<file path="src/rtl/fft_mag_arbiter_if.sv">
// Bundle between the per-channel FFT output buffers, the shared magnitude unit
// and the detection stage, as seen by fft_mag_arbiter (slave) and its environment (master).
interface fft_mag_arbiter_if #(
    parameter int unsigned NUM_CH = 4,
    parameter int unsigned DW     = 16,
    parameter int unsigned CH_W   = $clog2(NUM_CH)
);
    logic                 arb_en;
    logic [NUM_CH-1:0]    req_valid;
    logic [NUM_CH-1:0]    req_ready;
    logic [NUM_CH*DW-1:0] req_i;
    logic [NUM_CH*DW-1:0] req_q;
    logic [NUM_CH-1:0]    req_last;
    logic [DW-1:0]        mag_i;
    logic [DW-1:0]        mag_q;
    logic [DW-1:0]        mag_m;
    logic                 out_valid;
    logic [CH_W-1:0]      out_ch;
    logic [DW-1:0]        out_m;
    logic                 out_last;
    logic                 busy;

    modport master (
        output arb_en, req_valid, req_i, req_q, req_last, mag_m,
        input  req_ready, mag_i, mag_q, out_valid, out_ch, out_m, out_last, busy
    );

    modport slave (
        input  arb_en, req_valid, req_i, req_q, req_last, mag_m,
        output req_ready, mag_i, mag_q, out_valid, out_ch, out_m, out_last, busy
    );
endinterface

</file>
<file path="src/rtl/fft_mag_arbiter.sv">
// Round-robin sharing of one fixed-latency magnitude unit between NUM_CH FFT streams,
// with channel/last tags delayed to match the unit. Optional frame lock: FFT_MAG_ARB_FRAME_LOCK_EN.
module fft_mag_arbiter #(
    parameter int unsigned NUM_CH      = 4,
    parameter int unsigned CH_W        = $clog2(NUM_CH),
    parameter int unsigned MAG_LATENCY = 3,
    parameter int unsigned DW          = 16
) (
    input  logic             clk,
    input  logic             rst,
    fft_mag_arbiter_if.slave bus
);
    localparam int unsigned NSTG = MAG_LATENCY + 1;

    logic [CH_W-1:0] rr_ptr;
    logic            gnt_vld;
    logic [CH_W-1:0] gnt_ch;
    logic [CH_W-1:0] cand;
    logic            locked;
    logic [CH_W-1:0] lock_ch;

    logic [DW-1:0]   mag_i_r;
    logic [DW-1:0]   mag_q_r;
    logic [NSTG-1:0] tag_vld;
    logic [NSTG-1:0] tag_last;
    logic [CH_W-1:0] tag_ch [NSTG];
    logic            out_valid_r;
    logic [CH_W-1:0] out_ch_r;
    logic [DW-1:0]   out_m_r;
    logic            out_last_r;
    logic            busy_r;

`ifdef FFT_MAG_ARB_FRAME_LOCK_EN
    localparam logic [0:0] ST_FREE = 1'b0;
    localparam logic [0:0] ST_LOCK = 1'b1;

    logic [0:0]      lock_st;
    logic [0:0]      lock_st_nxt;
    logic [CH_W-1:0] lock_ch_r;
    logic [CH_W-1:0] lock_ch_nxt;

    always_ff @(posedge clk or posedge rst) begin
        if (rst) begin
            lock_st   <= ST_FREE;
            lock_ch_r <= '0;
        end else begin
            lock_st   <= lock_st_nxt;
            lock_ch_r <= lock_ch_nxt;
        end
    end

    // Lock on a non-last first beat, release when the locked channel's last beat is taken
    always_comb begin
        lock_st_nxt = lock_st;
        lock_ch_nxt = lock_ch_r;
        case (lock_st)
            ST_FREE: begin
                if (gnt_vld && !bus.req_last[gnt_ch]) begin
                    lock_st_nxt = ST_LOCK;
                    lock_ch_nxt = gnt_ch;
                end
            end
            ST_LOCK: begin
                if (gnt_vld && bus.req_last[gnt_ch]) begin
                    lock_st_nxt = ST_FREE;
                end
            end
            default: lock_st_nxt = ST_FREE;
        endcase
    end

    assign locked  = (lock_st == ST_LOCK);
    assign lock_ch = lock_ch_r;
`else
    assign locked  = 1'b0;
    assign lock_ch = '0;
`endif

    // Rotating priority scan starting at rr_ptr; a held lock overrides the scan
    always_comb begin
        gnt_vld = 1'b0;
        gnt_ch  = '0;
        cand    = '0;
        if (bus.arb_en) begin
            if (locked) begin
                gnt_vld = bus.req_valid[lock_ch];
                gnt_ch  = lock_ch;
            end else begin
                for (int unsigned i = 0; i < NUM_CH; i++) begin
                    cand = CH_W'((32'(rr_ptr) + i) % NUM_CH);
                    if (!gnt_vld && bus.req_valid[cand]) begin
                        gnt_vld = 1'b1;
                        gnt_ch  = cand;
                    end
                end
            end
        end
    end

    assign bus.req_ready = gnt_vld ? (NUM_CH'(1) << gnt_ch) : '0;

    always_ff @(posedge clk or posedge rst) begin
        if (rst) begin
            rr_ptr  <= '0;
            mag_i_r <= '0;
            mag_q_r <= '0;
        end else if (gnt_vld) begin
            rr_ptr  <= (gnt_ch == CH_W'(NUM_CH - 1)) ? '0 : gnt_ch + CH_W'(1);
            mag_i_r <= bus.req_i[gnt_ch*DW +: DW];
            mag_q_r <= bus.req_q[gnt_ch*DW +: DW];
        end
    end

    // Tag delay line aligned with the magnitude unit latency
    always_ff @(posedge clk or posedge rst) begin
        if (rst) begin
            tag_vld  <= '0;
            tag_last <= '0;
            for (int unsigned s = 0; s < NSTG; s++) begin
                tag_ch[s] <= '0;
            end
        end else begin
            tag_vld[0]  <= gnt_vld;
            tag_last[0] <= bus.req_last[gnt_ch];
            tag_ch[0]   <= gnt_ch;
            for (int unsigned s = 1; s < NSTG; s++) begin
                tag_vld[s]  <= tag_vld[s-1];
                tag_last[s] <= tag_last[s-1];
                tag_ch[s]   <= tag_ch[s-1];
            end
        end
    end

    always_ff @(posedge clk or posedge rst) begin
        if (rst) begin
            out_valid_r <= 1'b0;
            out_ch_r    <= '0;
            out_m_r     <= '0;
            out_last_r  <= 1'b0;
            busy_r      <= 1'b0;
        end else begin
            out_valid_r <= tag_vld[NSTG-1];
            busy_r      <= |tag_vld;
            if (tag_vld[NSTG-1]) begin
                out_ch_r   <= tag_ch[NSTG-1];
                out_m_r    <= bus.mag_m;
                out_last_r <= tag_last[NSTG-1];
            end
        end
    end

    assign bus.mag_i     = mag_i_r;
    assign bus.mag_q     = mag_q_r;
    assign bus.out_valid = out_valid_r;
    assign bus.out_ch    = out_ch_r;
    assign bus.out_m     = out_m_r;
    assign bus.out_last  = out_last_r;
    assign bus.busy      = busy_r;
endmodule

</file>
<file path="src/flat_wrapper.sv">
// flat-port wrapper written by rule: the top's interface ports become plain ports
module fft_mag_arbiter_flat 
#(
    parameter int unsigned NUM_CH      = 4,
    parameter int unsigned CH_W        = $clog2(NUM_CH),
    parameter int unsigned MAG_LATENCY = 3,
    parameter int unsigned DW          = 16
)
  (clk, rst, bus_arb_en, bus_req_valid, bus_req_i, bus_req_q, bus_req_last, bus_mag_m, bus_req_ready, bus_mag_i, bus_mag_q, bus_out_valid, bus_out_ch, bus_out_m, bus_out_last, bus_busy);
  fft_mag_arbiter_if #(.NUM_CH(NUM_CH), .DW(DW), .CH_W(CH_W)) bus_i ();
  input  logic clk;
  input  logic rst;
  input wire logic [$bits(bus_i.arb_en)-1:0] bus_arb_en;
  input wire logic [$bits(bus_i.req_valid)-1:0] bus_req_valid;
  input wire logic [$bits(bus_i.req_i)-1:0] bus_req_i;
  input wire logic [$bits(bus_i.req_q)-1:0] bus_req_q;
  input wire logic [$bits(bus_i.req_last)-1:0] bus_req_last;
  input wire logic [$bits(bus_i.mag_m)-1:0] bus_mag_m;
  output wire logic [$bits(bus_i.req_ready)-1:0] bus_req_ready;
  output wire logic [$bits(bus_i.mag_i)-1:0] bus_mag_i;
  output wire logic [$bits(bus_i.mag_q)-1:0] bus_mag_q;
  output wire logic [$bits(bus_i.out_valid)-1:0] bus_out_valid;
  output wire logic [$bits(bus_i.out_ch)-1:0] bus_out_ch;
  output wire logic [$bits(bus_i.out_m)-1:0] bus_out_m;
  output wire logic [$bits(bus_i.out_last)-1:0] bus_out_last;
  output wire logic [$bits(bus_i.busy)-1:0] bus_busy;
  assign bus_i.arb_en = bus_arb_en;
  assign bus_i.req_valid = bus_req_valid;
  assign bus_i.req_i = bus_req_i;
  assign bus_i.req_q = bus_req_q;
  assign bus_i.req_last = bus_req_last;
  assign bus_i.mag_m = bus_mag_m;
  assign bus_req_ready = bus_i.req_ready;
  assign bus_mag_i = bus_i.mag_i;
  assign bus_mag_q = bus_i.mag_q;
  assign bus_out_valid = bus_i.out_valid;
  assign bus_out_ch = bus_i.out_ch;
  assign bus_out_m = bus_i.out_m;
  assign bus_out_last = bus_i.out_last;
  assign bus_busy = bus_i.busy;
  fft_mag_arbiter #(.NUM_CH(NUM_CH), .CH_W(CH_W), .MAG_LATENCY(MAG_LATENCY), .DW(DW)) u_core (.clk(clk), .rst(rst), .bus(bus_i));
endmodule
</file>
<file path="config.mk">
export PLATFORM = sky130hd
export DESIGN_NAME = fft_mag_arbiter_flat
export DESIGN_NICKNAME = d
export VERILOG_FILES = /design/src/rtl/fft_mag_arbiter_if.sv /design/src/rtl/fft_mag_arbiter.sv /design/src/flat_wrapper.sv
export SDC_FILE = /design/constraint.sdc
export NUM_CORES = 1
export LEC_CHECK = 0
export CORE_MARGIN = 2
export CORE_UTILIZATION = 39
export CTS_CLUSTER_DIAMETER = 80
export DETAILED_ROUTE_END_ITERATION = 6
export PLACE_DENSITY = 0.82
export SYNTH_ARGS = -nofsm -noshare
export SYNTH_HDL_FRONTEND = slang
export SYNTH_SLANG_ARGS = --single-unit
</file>
<file path="constraint.sdc">
create_clock -name clk -period 2.57 [get_ports clk]
set_input_delay 0.3855 -clock clk [delete_from_list [all_inputs] [get_ports clk]]
set_output_delay 0.3855 -clock clk [all_outputs]
set_load 0.02 [all_outputs]
</file>
### Word level (Yosys, flattened, before mapping)

Index checks and enable logic that the tools add are counted.

* bitwise gates (word level): 0
* reduce and logical (&&, ||, !) cells: 7
* $mul: 0
* divide/modulo/power cells: 0
* add/subtract/negate cells: 4
* eq/ne operators: 1
* $lt $le $gt $ge: 5
* mux-type cells: 25
* shift-type cells: 3

Operators with widths (number)
* 64-bit by 7-bit variable part select with 16-bit output: 2
* 2-bit by 3-bit < comparator with 1-bit output (second input constant): 5
* 1-bit 2-to-1 mux: 13
* 2-bit 2-to-1 mux: 6
* 1-bit binary-select mux with 2-bit select: 5
* 2-bit by 1-bit adder with 2-bit output (second input constant): 2
* 2-bit adder (second input constant): 2
* 4-bit 2-to-1 mux: 1
* 4-bit OR reduction: 1
* 1-bit by 2-bit << shifter with 4-bit output (first input constant): 1
* 1-bit logical AND: 3
* 1-bit logical NOT: 3
* 2-bit equality test (second input constant): 1

* input bits: 155
* bits in writable memories: 0
* latch bits: 0
* bits in read-only memories: 0
* memories: 0
* register bits after elaboration: 71
* logic and storage cells: 59
* output and inout bits: 57

### Logic depth before layout (Yosys ltp)

Gate-level depths: netlist of the first run.

* depth after elaboration: 18
* mapped depth: 7

### Least setup slack after synthesis of the first run

No wires, ideal clock.

* path type: register to output
* start point: register u_core.rr_ptr[0]
* end point: output port bus_req_ready[1]
* arrival: 1.655 ns
* slack: 0.529 ns
* stages on the path, launching flop included: 7
* cells stage by stage: dfrtp_1 nor4bb_1 o21ai_2 o211ai_2 buf_2 ha_1 and2_1

* cells in the longest elaborated chain, start to end: 18
* elaborated cells on any way between the ends: 32
* those cells by class: add/sub (3); shift (1); mux (22); reduce/logical (6)

Ends and longest elaborated chain
* start, declared: line fft_mag_arbiter.sv:15 `logic [CH_W-1:0] rr_ptr;`
* start signal, assigned: line fft_mag_arbiter.sv:108 `rr_ptr <= (gnt_ch == CH_W'(NUM_CH - 1)) ? '0 : gnt_ch + CH_W'(1);`
* 1-bit binary-select mux with 2-bit select: line fft_mag_arbiter.sv:91 `if (!gnt_vld && bus.req_valid[cand]) begin`
* 1-bit 2-to-1 mux (not written as such): line fft_mag_arbiter.sv:91
* 1-bit 2-to-1 mux: line fft_mag_arbiter.sv:91
* 1-bit 2-to-1 mux: line fft_mag_arbiter.sv:84 `if (bus.arb_en) begin`
* 1-bit logical NOT: line fft_mag_arbiter.sv:91
* 1-bit logical AND: line fft_mag_arbiter.sv:91
* 1-bit 2-to-1 mux: line fft_mag_arbiter.sv:91
* 1-bit 2-to-1 mux: line fft_mag_arbiter.sv:84
* [2 not listed]
* 1-bit 2-to-1 mux: line fft_mag_arbiter.sv:91
* 1-bit 2-to-1 mux: line fft_mag_arbiter.sv:84
* 1-bit logical NOT: line fft_mag_arbiter.sv:91
* 1-bit logical AND: line fft_mag_arbiter.sv:91
* 2-bit 2-to-1 mux: line fft_mag_arbiter.sv:91
* 2-bit 2-to-1 mux: line fft_mag_arbiter.sv:84
* 1-bit by 2-bit << shifter with 4-bit output: line fft_mag_arbiter.sv:100 `assign bus.req_ready = gnt_vld ? (NUM_CH'(1) << gnt_ch) : '0;`
* 4-bit 2-to-1 mux *: line fft_mag_arbiter.sv:100
* end, declared: line flat_wrapper.sv:19 `output wire logic [$bits(bus_i.req_ready)-1:0] bus_req_ready;`

Every way passes the cells marked *; elsewhere a longest branch is shown, timed or not. The select of a mux whose other input is x is not followed.

### Worst setup path after layout of the first run

* start point: input port bus_req_valid[0]
* end point: output port bus_req_ready[2]

* cells in the longest elaborated chain, start to end: 18
* elaborated cells on any way between the ends: 29
* those cells by class: shift (1); mux (22); reduce/logical (6)

Ends and longest elaborated chain
* start, declared: line flat_wrapper.sv:14 `input wire logic [$bits(bus_i.req_valid)-1:0] bus_req_valid;`
* 1-bit binary-select mux with 2-bit select: line fft_mag_arbiter.sv:91
* 1-bit 2-to-1 mux (not written as such): line fft_mag_arbiter.sv:91
* 1-bit 2-to-1 mux: line fft_mag_arbiter.sv:91
* 1-bit 2-to-1 mux: line fft_mag_arbiter.sv:84
* 1-bit logical NOT: line fft_mag_arbiter.sv:91
* 1-bit logical AND: line fft_mag_arbiter.sv:91
* 1-bit 2-to-1 mux: line fft_mag_arbiter.sv:91
* 1-bit 2-to-1 mux: line fft_mag_arbiter.sv:84
* [2 not listed]
* 1-bit 2-to-1 mux: line fft_mag_arbiter.sv:91
* 1-bit 2-to-1 mux: line fft_mag_arbiter.sv:84
* 1-bit logical NOT: line fft_mag_arbiter.sv:91
* 1-bit logical AND: line fft_mag_arbiter.sv:91
* 2-bit 2-to-1 mux: line fft_mag_arbiter.sv:91
* 2-bit 2-to-1 mux: line fft_mag_arbiter.sv:84
* 1-bit by 2-bit << shifter with 4-bit output: line fft_mag_arbiter.sv:100
* 4-bit 2-to-1 mux *: line fft_mag_arbiter.sv:100

Marks and branches as above.

==> qor.tcl, run 1 <==
set qor(rsz_0062_raised_after_global_routing) {false}
set qor(post-route-period-util_pct) 96.1
set qor(cp_max_fo) 6
set qor(worst_slew_margin_rel_pct) 44.7
set qor(tightestPinTransition_ns) 0.830
set qor(post-dp-hpwl_um) 8840
set qor(routed_wl_um) 11500
set qor(num-nets-final) 679
set qor(num_rows) 35
set qor(cts_sinks) 71
set qor(diodes) 0
set qor(timing.critical_path.mode_cell) {buf_4}
set qor(slowest_delay_ns) 0.29
set qor(detailedPlace.worstSlack_ns) -0.440
set qor(drt_drc_violations_left) 0
set qor(grt_start_max_net_pins) 36
set qor(worstSetupStartpoint) {bus_req_valid[0]}
set qor(max_cap_violations) 0
set qor(tritoncts) {yes}
set qor(synth_top_family_by_area) {compound AO/OA/AOI/OAI gates}
set qor(netlist.area_leader.share_pct) 47.3
set qor(arithmetic_cell_share_of_the_synthesized_area_counting_full_adders_half_adders_and_majority_gates_pct) 1.33
set qor(grt_overflow) 0
set qor(swShare_pct) 37.5
set qor(r2r_start) {u_core.rr_ptr[0]}
set qor(clock_path_buffers) 2
set qor(die_x_um) 102
set qor(post_drt_via_cell_ratio) 5.07
set qor(detailedRoute.firstPassIterationCount) 6
set qor(critical-path-slowest-cell) {dlygate4sd2_1}
set qor(maximum_level_of_the_cts_h_tree) 3
set qor(min_path_type) {reg2reg}
set qor(wire_length_of_the_first_global_routing_pass_um) 17100
set qor(timing.hold.worst.start) {u_core.tag_ch[3]}
set qor(postRouteAntennaNets) 0
set qor(crit_path_cell_trace) {dlygate4sd2_1 > buf_4 > nand2b_1 > a21oi_2 > buf_4 > nor4_4 > inv_2 > ha_1 > and2_1 > clkdlybuf4s15_2}
set qor(power_frac_comb_pct) 49.1
set qor(postLayoutSetupSlackWorst_ns) 0.100
set qor(synth.area.mux_share_pct) 14.3
set qor(via_count) 3319
set qor(syn-instance-count) 289
set qor(floorplan.die_area_mm2) 0.0104
set qor(synthToLayoutAreaGrowth_pct) 70.3
set qor(avgRoutedWirePerCell_um) 17.6
set qor(sequential_power_share_pct) 33.2
set qor(synth_xor_xnor_area_share_pct) 0
set qor(power.density_cell_area_mw_per_mm2) 738
set qor(numCtsBuffers) 9
set qor(holdBufCountCts) 0
set qor(final_hold_viol_count) 0
set qor(post-synth-top-area-cell) {dfrtp_1}
set qor(internal_power_mw) 2.95
set qor(worstSetupPathType) {in2out}
set qor(initial_utilization_pct) 40.4
set qor(p_clk_share_pct) 17.7
set qor(critPathBufInv) 5
set qor(period_minus_slack_ns) 2.47
set qor(synth-seq-cells) 71
set qor(yosys_warnings) 0
set qor(portBuffers) 211
set qor(leakage_nw) 2.62
set qor(layout.area.seq_mm2) 0.00178
set qor(syn_avg_cell_area_um2) 13.0
set qor(timing.clock.skew_ns) 0.0149
set qor(place.detailed.instances) 638
set qor(crit_required_ns) 2.18
set qor(grt_pass1_vias) 3426
set qor(fmaxAchievable_ghz) 0.405
set qor(post_synth_and_or_nand_nor_area_fraction_pct) 7.93
set qor(net-switching-power_mw) 1.77
set qor(antenna_found_initial) 0
set qor(layout_commonest_cell) {clkdlybuf4s50_1}
set qor(top_level_ports) 212
set qor(synthDistinctLibCells) 37
set qor(synthesis.nets) 448
set qor(crit_path_start_kind) {input port}
set qor(core_footprint_mm2) 0.00928
set qor(clk_latency_ns) 0.33
set qor(die_outline_height_um) 102
set qor(cts_root_buf) {clkbuf_8}
set qor(endpoint_kind) {primary output}
set qor(synth_area_mm2) 0.00375
set qor(final-instance-count-excl-fill) 654
set qor(final-max-slew-violation-count) 0
set qor(critPathTopFamily) {buffers and inverters}
set qor(setup-violations-final) 0
set qor(run_status) {finished, final reports clean}
set qor(layout_common_cells) {clkdlybuf4s50_1 (203), dfrtp_1 (70), nor2_1 (34)}
set qor(drt_iter0_drc) 47
set qor(synth_compound_gate_area_share_pct) 24.4
set qor(final_layout_size_suffix_gt1_share_pct) 26.7
set qor(multiInputGateArea_mm2) 0.00183
set qor(power.ir.vdd_worst_mv) 0.504
set qor(global_route.usage.total_pct) 21.4
set qor(globalplace.congestion) 0.806
set qor(synthTopCellsByArea) {dfrtp_1 (47%), a221oi_2 (10%), a211oi_2 (8.3%), mux2i_1 (8.0%), mux2_2 (5.7%)}
set qor(worst-endpoint-arrival_ns) 2.08
set qor(clk_pin_slew_worst_paths_ns) 0.08
set qor(sequential_cell_area_fraction_in_the_yosys_report_pct) 47.3
set qor(fillers) 711
[stage by stage]
stage	instance area, um2	util [%]	setup TNS, ns	power [mW]	hold slack (ns)
floorplan	3750	-	0	2.83	0.331
global placement	6210	66.9	-4.15	3.88	0.333
detailed placement	6210	66.9	-6.30	3.92	0.337
CTS	6400	68.9	0	4.78	0.351
global route	6390	68.9	0	4.98	0.357
finish	6390	68.9	0	4.72	0.350
[cells by family after synthesis]
family,count (synthesis)
fa+ha+maj,4
buf+inv,30
compound gates,75
flops,71
mux,50
simple gates,59
[routing by layer]
metal / track usage, % / vias up / wire, um
met5: 0 / - / 0
met4: 5.23 / 0 / 111
met3: 4.58 / 9 / 895
met2: 40.7 / 129 / 6200
met1: 24.2 / 1613 / 4290
li1: - / 1568 / -
[final timing paths]
path	to	slack (ns)	depth (start not counted)
min in group asynchronous	u_core.bus.out_m[13]	0.37	2
setup / recovery	bus_req_ready[2]	0.10	10
max in group asynchronous	u_core.bus.mag_q[2]	1.52	4
setup reg to reg	u_core.bus.mag_q[6]	0.40	6
hold / removal	u_core.tag_ch[1]	0.35	0
hold reg to reg	u_core.tag_ch[1]	0.35	0
[power groups by stage]
| stage | sequential (mW) | combinational [mW] | clock (mW) |
|---|---|---|---|
| global route | 1.60 | 2.47 | 0.915 |
| global placement | 1.57 | 2.31 | 0 |
| detailed placement | 1.59 | 2.34 | 0 |
| finish | 1.57 | 2.32 | 0.833 |
| CTS | 1.57 | 2.34 | 0.869 |
| floorplan | 1.85 | 0.988 | 0 |
[repair_timing]
item                                   CTS  global route
pin swaps                                2             0
resized for setup                       15             4
setup buffers                            0             0
setup endpoints to repair                4             4
endpoints found under the hold margin    0             0
[sequential cells by signal, indices dropped and copies added, names as in the netlist]
name                  flops
u_core.bus.out_m         16
u_core.bus.busy           1
u_core.bus.out_last       1
u_core.tag_vld            4
u_core.bus.out_valid      1
u_core.bus.mag_i         16
u_core.rr_ptr             2
u_core.tag_ch             8
u_core.tag_last           4
u_core.bus.mag_q         16
u_core.bus.out_ch         2
[area by class of cell]
type,instances,area share [%]
Multi-Input combinational cell,188,28.5
Clock buffer,9,1.94
Inverter,6,0.352
Tap cell,129,2.52
Clock inverter,7,0.959
Timing Repair Buffer,244,37.9
Sequential cell,71,27.8
[Yosys cell counts]
| cell | number |
|---|---|
| dfrtp_1 | 71 |
| nor2_1 | 34 |
| mux2i_1 | 30 |
| a221oi_2 | 26 |
| a211oi_2 | 25 |
| mux2_2 | 19 |
| a221oi_1 | 7 |
| buf_2 | 7 |
| buf_4 | 7 |
| and2_1 | 6 |
| clkbuf_1 | 6 |
| a211oi_1 | 5 |
| nand2_1 | 5 |
| nand2b_1 | 5 |
| buf_6 | 4 |
| ha_1 | 4 |
| inv_1 | 4 |
| a21oi_2 | 2 |
| a311oi_1 | 2 |
| inv_2 | 2 |
| or3_1 | 2 |
| a21oi_1 | 1 |
| and4bb_2 | 1 |
| mux4_2 | 1 |
| nand3b_1 | 1 |
| nor3_1 | 1 |
| nor4_1 | 1 |
| nor4_4 | 1 |
| nor4bb_1 | 1 |
| o211ai_2 | 1 |
| o21ai_0 | 1 |
| o21ai_1 | 1 |
| o21ai_2 | 1 |
| o21bai_1 | 1 |
| o31ai_1 | 1 |
| o41ai_4 | 1 |
| or4_1 | 1 |
Power figures use the tool's default switching activity.
==> inputs of run 2 (changes only) <==
==> constraint.sdc (replaced) <==
create_clock -name clk -period 2.57 [get_ports clk]
set_input_delay 0.3855 -clock clk [delete_from_list [all_inputs] [get_ports clk]]
set_output_delay 0.3855 -clock clk [all_outputs]
set_load 0.005 [all_outputs]
==> run 2 against run 1 <==
First-iteration DRC count grew 19%. Setup slack lost 0.027 ns. Flip-flop and latch count is the same. Fmax shrank 1.1%. Final area grew 2.1%. Worst hold slack lost 0.0092 ns. Clock skew shrank 0.0024 ns. Combinational power shrank 8%. Power shrank 0.12%. Clock-buffer cell count is the same.
==> qor.tcl, run 2 (same netlist as run 1, synthesis figures left out) <==
set qor(run_status) {finished, final reports clean}
set qor(timing.hold.ws_ns) 0.341 ;# -0.00923 ns
set qor(tritoncts) {yes}
set qor(p_clk_share_pct) 21.4 ;# +3.7 points
set qor(routed_wl_um) 12000 ;# +4.4%
set qor(cp_max_fo) 6 ;# unchanged
set qor(worstSetupStartpoint) {u_core.rr_ptr[0]}
set qor(maximum_level_of_the_cts_h_tree) 3 ;# unchanged
set qor(power.ir.vdd_worst_mv) 0.365 ;# -28%
set qor(sequential_power_share_pct) 33.1 ;# about the same
set qor(core_footprint_mm2) 0.00928 ;# unchanged
set qor(via_count) 3417 ;# +3.0%
set qor(cts_sinks) 71 ;# unchanged
set qor(fillers) 704 ;# -0.98%
set qor(min_path_type) {reg2reg}
set qor(top_level_ports) 212 ;# unchanged
set qor(critPathBufInv) 3 ;# -2
set qor(net-switching-power_mw) 1.52 ;# -14%
set qor(final-max-slew-violation-count) 0 ;# unchanged
set qor(antenna_found_initial) 0 ;# unchanged
set qor(timing.critical_path.mode_cell) {buf_6}
set qor(grt_pass1_vias) 3551 ;# +3.6%
set qor(grt_start_max_net_pins) 32 ;# -11%
set qor(worst_slew_margin_rel_pct) 44.9 ;# +0.19 points
set qor(internal_power_mw) 3.20 ;# +8.4%
set qor(fmaxAchievable_ghz) 0.400 ;# -1.1%
set qor(post-route-period-util_pct) 97.2 ;# +1.1 points
set qor(crit_path_cell_trace) {buf_6 > and4bb_2 > o21ai_2 > o211ai_4 > buf_6 > ha_1 > and2_1 > dlygate4sd2_1}
set qor(initial_utilization_pct) 40.4 ;# unchanged
set qor(final-instance-count-excl-fill) 658 ;# +0.61%
set qor(r2r_start) {u_core.rr_ptr[0]}
set qor(power_frac_comb_pct) 45.5 ;# -3.6 points
set qor(clk_pin_slew_worst_paths_ns) 0.09 ;# about the same
set qor(floorplan.die_area_mm2) 0.0104 ;# unchanged
set qor(die_outline_height_um) 102 ;# unchanged
set qor(critical-path-slowest-cell) {dfrtp_2}
set qor(worst-endpoint-arrival_ns) 2.11 ;# +0.03 ns
set qor(layout_common_cells) {clkdlybuf4s50_1 (202), dfrtp_1 (70), nor2_1 (34)}
set qor(place.detailed.instances) 639 ;# +0.16%
set qor(drt_drc_violations_left) 0 ;# unchanged
set qor(swShare_pct) 32.2 ;# -5.3 points
set qor(grt_overflow) 0 ;# unchanged
set qor(post_drt_via_cell_ratio) 5.19 ;# +2.3%
set qor(diodes) 0 ;# unchanged
set qor(layout_commonest_cell) {clkdlybuf4s50_1}
set qor(numCtsBuffers) 9 ;# unchanged
set qor(setup-violations-final) 0 ;# unchanged
set qor(clk_latency_ns) 0.34 ;# about the same
set qor(slowest_delay_ns) 0.42 ;# +0.13 ns
set qor(die_x_um) 102 ;# unchanged
set qor(worstSetupPathType) {reg2out}
set qor(final_hold_viol_count) 0 ;# unchanged
set qor(postRouteAntennaNets) 0 ;# unchanged
set qor(period_minus_slack_ns) 2.50 ;# +0.0273 ns
set qor(final_layout_size_suffix_gt1_share_pct) 27.2 ;# +0.55 points
set qor(drt_iter0_drc) 56 ;# +19%
set qor(detailedRoute.firstPassIterationCount) 4 ;# -2
set qor(power.density_cell_area_mw_per_mm2) 722 ;# -2.2%
set qor(crit_path_start_kind) {register}
set qor(post-dp-hpwl_um) 9250 ;# +4.6%
set qor(globalplace.congestion) 0.785 ;# -2.6%
set qor(portBuffers) 211 ;# unchanged
set qor(global_route.usage.total_pct) 22.3 ;# +0.97 points
set qor(timing.hold.worst.start) {u_core.tag_last[0]}
set qor(synthToLayoutAreaGrowth_pct) 73.9
set qor(wire_length_of_the_first_global_routing_pass_um) 17800 ;# +4.3%
set qor(num_rows) 35 ;# unchanged
set qor(timing.clock.skew_ns) 0.0125 ;# -0.00242 ns
set qor(cts_root_buf) {clkbuf_8}
set qor(holdBufCountCts) 0 ;# unchanged
set qor(leakage_nw) 2.69 ;# +3.0%
set qor(critPathTopFamily) {buffers and inverters}
set qor(avgRoutedWirePerCell_um) 18.2 ;# +3.8%
set qor(max_cap_violations) 0 ;# unchanged
set qor(tightestPinTransition_ns) 0.827 ;# -0.00292 ns
set qor(clock_path_buffers) 2 ;# unchanged
set qor(num-nets-final) 683 ;# +0.59%
set qor(endpoint_kind) {primary output}
set qor(tns_ns) 0 ;# unchanged
set qor(crit_required_ns) 2.18 ;# about the same
-- run 2: cell count changes in the layout (fill, tap and decap cells not counted), sizes merged --
cell and change:
bufinv +2, buf +4, inv -2, clkinvlp -1
dlygate4sd2 +2, clkinv +1, clkbuf -2, dlymetal6s2s +1
clkdlybuf4s50 -1
-- run 2: final cells by class --
cell class	instances	area (um2)	area share, %
inverters	6	22.5	0.345
clock inverters	7	103	1.57
multi-input cells	188	1850	28.3
well taps	129	161	2.47
repair buffers	248	2490	38.2
flip-flops and latches	71	1780	27.2
clock buffers	9	124	1.90
-- run 2: path summary, 6_finish.rpt --
kind	cells after the start	slack, ns	endpoint
min	0	0.34	u_core.tag_last[1]
min reg2reg	0	0.34	u_core.tag_last[1]
max	8	0.07	bus_req_ready[1]
min in group asynchronous	2	0.36	u_core.bus.out_m[1]
max reg2reg	9	0.33	u_core.bus.mag_i[2]
max in group asynchronous	4	1.54	u_core.bus.mag_q[3]
-- run 2: stage by stage --
step           setup slack (ns)  power (mW)  utilization [%]  area, um2
6_report                 0.0728        4.71             70.3       6530
5_1_grt                -0.00475        4.98             70.3       6530
4_1_cts                 -0.0581        4.73             69.9       6480
3_5_place_dp             -0.337        3.70             67.2       6240
3_3_place_gp             -0.250        3.63             67.2       6240
2_1_floorplan             0.388        2.56                -       3750
-- run 2: worst register-to-register path, delay by kind of cell (launching register included) --
kind | cells | cell delay (ns)
DFF | 1 | 0.38
and+or+nand+nor | 2 | 0.66
AOI/OAI and AO/OA | 3 | 0.48
buffers and inverters | 4 | 0.62
-- run 2: timing repair --
| item | in CTS | in global routing |
|---|---|---|
| endpoints found under the hold margin | 0 | 0 |
| resized for setup | 15 | 6 |
| endpoints found under the setup margin | 4 | 3 |
| pin swaps | 3 | 4 |
| buffers inserted | 1 | 2 |
-- run 2: power by group through the flow --
stage	Clock, mW	Combinational, mW	Sequential, mW
2_1_floorplan	0	0.980	1.58
3_3_place_gp	0	2.06	1.57
3_5_place_dp	0	2.11	1.59
4_1_cts	1.04	2.12	1.57
5_1_grt	1.09	2.30	1.60
6_report	1.01	2.14	1.56
-- run 2: per-layer routing --
layer	wire length, um	track usage, %	vias to the layer above
li1	-	-	1575
met5	0	0	-
met3	918	5.13	11
met4	124	5.95	0
met1	4370	24.1	1700
met2	6590	43.5	131
==> inputs of run 3 (changes only) <==
--- a/config.mk
+++ b/config.mk
@@ -9,7 +9,9 @@
 export CORE_UTILIZATION = 39
 export CTS_CLUSTER_DIAMETER = 80
 export DETAILED_ROUTE_END_ITERATION = 6
+export GPL_ROUTABILITY_DRIVEN = 1
 export PLACE_DENSITY = 0.82
+export SETUP_SLACK_MARGIN = 0.4
 export SYNTH_ARGS = -nofsm -noshare
 export SYNTH_HDL_FRONTEND = slang
 export SYNTH_SLANG_ARGS = --single-unit
==> run 3 against run 2 <==
Fmax increased by 2.6%. Worst hold slack improved by 0.0046 ns. Sequential power hardly changed. Global-route usage fell by 0.58 points. Clock skew grew 0.0040 ns. Final cell count rose by 0.76%. Non-clock buffer count rose by 5. Flip-flop and latch count stayed put. Via count is 0.97% lower. Wire length is 0.59% higher. Register-to-register slack got worse by 0.18 ns. Critical path type is now in2reg. Critical endpoint is now u_core.tag_last[0]. Largest cell class unchanged.
==> qor.tcl, run 3 (same netlist as run 1, synthesis figures left out) <==
set qor(run_status) {finished, final reports clean}
set qor(globalplace.congestion) 0.860 ;# +9.5%
set qor(endpoint_kind) {register}
set qor(cts_root_buf) {clkbuf_8}
set qor(timing.reg2reg.worst_path_depth) 14 ;# +5
set qor(power.density_cell_area_mw_per_mm2) 704 ;# -2.4%
set qor(period_minus_slack_ns) 2.43 ;# -0.0635 ns
set qor(maximum_level_of_the_cts_h_tree) 3 ;# unchanged
set qor(grt_pass1_vias) 3519 ;# -0.90%
set qor(post-route-period-util_pct) 94.7 ;# -2.5 points
set qor(grt_overflow) 0 ;# unchanged
set qor(layout_commonest_cell) {clkdlybuf4s50_1}
set qor(core_footprint_mm2) 0.00928 ;# unchanged
set qor(clock_path_buffers) 2 ;# unchanged
set qor(min_path_type) {reg2reg}
set qor(numCtsBuffers) 9 ;# unchanged
set qor(power.ir.vdd_worst_mv) 0.473 ;# +30%
set qor(via_count) 3384 ;# -0.97%
set qor(rsz_0062_raised_after_global_routing) {true}
set qor(cts_sinks) 71 ;# unchanged
set qor(final-instance-count-excl-fill) 663 ;# +0.76%
set qor(clk_pin_slew_worst_paths_ns) 0.09 ;# about the same
set qor(max_cap_violations) 0 ;# unchanged
set qor(layout_common_cells) {clkdlybuf4s50_1 (202), dfrtp_1 (70), nor2_1 (34)}
set qor(detailedRoute.firstPassIterationCount) 4 ;# unchanged
set qor(grt_start_max_net_pins) 72 ;# +130%
set qor(synthToLayoutAreaGrowth_pct) 77.9
set qor(worstSetupPathType) {in2reg}
set qor(layout.core_utilization_pct) 72.0 ;# +1.6 points
set qor(detailed_place.area_mm2) 0.00611 ;# -2.1%
set qor(drt_drc_violations_left) 0 ;# unchanged
set qor(post-dp-hpwl_um) 8300 ;# -10%
set qor(worst-endpoint-arrival_ns) 2.65 ;# +0.54 ns
set qor(setup-violations-final) 0 ;# unchanged
set qor(final_hold_viol_count) 0 ;# unchanged
set qor(timing.clock.skew_ns) 0.0165 ;# +0.00402 ns
set qor(final-max-slew-violation-count) 0 ;# unchanged
set qor(routed_wl_um) 12100 ;# +0.59%
set qor(worst_slew_margin_rel_pct) 44.9 ;# about the same
set qor(fmaxAchievable_ghz) 0.411 ;# +2.6%
set qor(drt_iter0_drc) 81 ;# +45%
set qor(diodes) 0 ;# unchanged
set qor(setup.reg_to_reg.worst_slack_ns) 0.15 ;# -0.18 ns
set qor(num-nets-final) 688 ;# +0.73%
set qor(cp_max_fo) 5 ;# -1
set qor(tns_ns) 0 ;# unchanged
set qor(avgRoutedWirePerCell_um) 18.2 ;# -0.17%
set qor(wire_length_of_the_first_global_routing_pass_um) 17500 ;# -1.6%
set qor(die_outline_height_um) 102 ;# unchanged
set qor(tritoncts) {yes}
set qor(place.detailed.instances) 628 ;# -1.7%
set qor(timing.hold.worst.start) {u_core.tag_ch[6]}
set qor(post_drt_via_cell_ratio) 5.10 ;# -1.7%
set qor(hold-path-cell-count) 0 ;# unchanged
set qor(crit_required_ns) 2.78 ;# +0.60 ns
set qor(antenna_found_initial) 0 ;# unchanged
set qor(holdBufCountCts) 0 ;# unchanged
set qor(worstReg2RegEnd) {u_core.tag_last[0]}
set qor(final_layout_size_suffix_gt1_share_pct) 30.1 ;# +2.9 points
set qor(crit_path_start_kind) {input port}
set qor(clk_latency_ns) 0.34 ;# about the same
set qor(floorplan.die_area_mm2) 0.0104 ;# unchanged
set qor(finish.instance_area_mm2) 0.00668 ;# +2.3%
set qor(die_x_um) 102 ;# unchanged
set qor(tightestPinTransition_ns) 0.826 ;# -0.000255 ns
set qor(postRouteAntennaNets) 0 ;# unchanged
set qor(leakage_nw) 2.73 ;# +1.2%
set qor(num_rows) 35 ;# unchanged
set qor(top_level_ports) 212 ;# unchanged
set qor(portBuffers) 211 ;# unchanged
set qor(initial_utilization_pct) 40.4 ;# unchanged
set qor(global_route.usage.total_pct) 21.8 ;# -0.58 points
set qor(worstHoldEndpoint) {u_core.tag_ch[4]}
set qor(r2r_start) {u_core.rr_ptr[0]}
[run 3: worst max-delay path by stage]
stage	endpoint	depth (start not counted)	start	slack, ns
floorplan	bus_req_ready[1]	6	u_core.rr_ptr[0]	0.63
global placement	bus_req_ready[3]	8	bus_req_valid[1]	-0.30
detailed placement	bus_req_ready[3]	8	bus_req_valid[1]	-0.32
CTS	u_core.tag_last[0]	14	u_core.rr_ptr[0]	0.19
global route	bus_req_ready[0]	8	u_core.rr_ptr[0]	0.08
finish	u_core.tag_last[0]	16	bus_req_valid[0]	0.14
[run 3: metrics by stage]
step	setup slack [ns]	power [mW]	hold slack (ns)
floorplan	0.630	2.56	0.331
global placement	-0.304	3.54	0.333
detailed placement	-0.321	3.58	0.335
CTS	0.190	4.62	0.348
global route	0.0766	4.96	0.354
finish	0.136	4.71	0.345
[run 3: layout make-up]
| class | count | area (um2) |
|---|---|---|
| Multi-Input combinational cell | 188 | 1920 |
| Sequential cell | 71 | 1780 |
| Timing Repair Buffer | 253 | 2590 |
| Fill cell | 666 | 2600 |
| Tap cell | 129 | 161 |
| Inverter | 6 | 26.3 |
| Clock inverter | 7 | 77.6 |
| Clock buffer | 9 | 124 |
[run 3: power by group]
part | internal, mW | total (mW) | leakage, nW | switching [mW]
sequential | 1.40 | 1.58 | 0.834 | 0.174
combinational | 1.29 | 2.22 | 1.79 | 0.934
clock | 0.459 | 0.909 | 0.101 | 0.450
[run 3: repair_timing]
| item | 4_1_cts | 5_1_grt |
|---|---|---|
| gates cloned | 0 | 3 |
| resized for setup | 47 | 18 |
| endpoints found under the setup margin | 36 | 38 |
| setup buffers | 13 | 3 |
| pin swaps | 7 | 5 |
[run 3: routing by layer]
layer / track usage (%) / share of wire, %
met1: 26.7 / 41
met2: 38.9 / 52
met3: 4.17 / 6.7
met4: 6.46 / 0.60
met5: 0 / 0
[run 3: critical path: stages]
cell and delay, ns:
dlygate4sd2_1 0.32, buf_4 0.16, o21bai_1 0.12, a21oi_2 0.10, o211ai_4 0.24, inv_2 0.09
buf_6 0.12, buf_6 0.10, buf_6 0.10, buf_6 0.10, buf_6 0.10, buf_6 0.10
buf_6 0.10, buf_6 0.10, buf_6 0.10, mux4_2 0.28
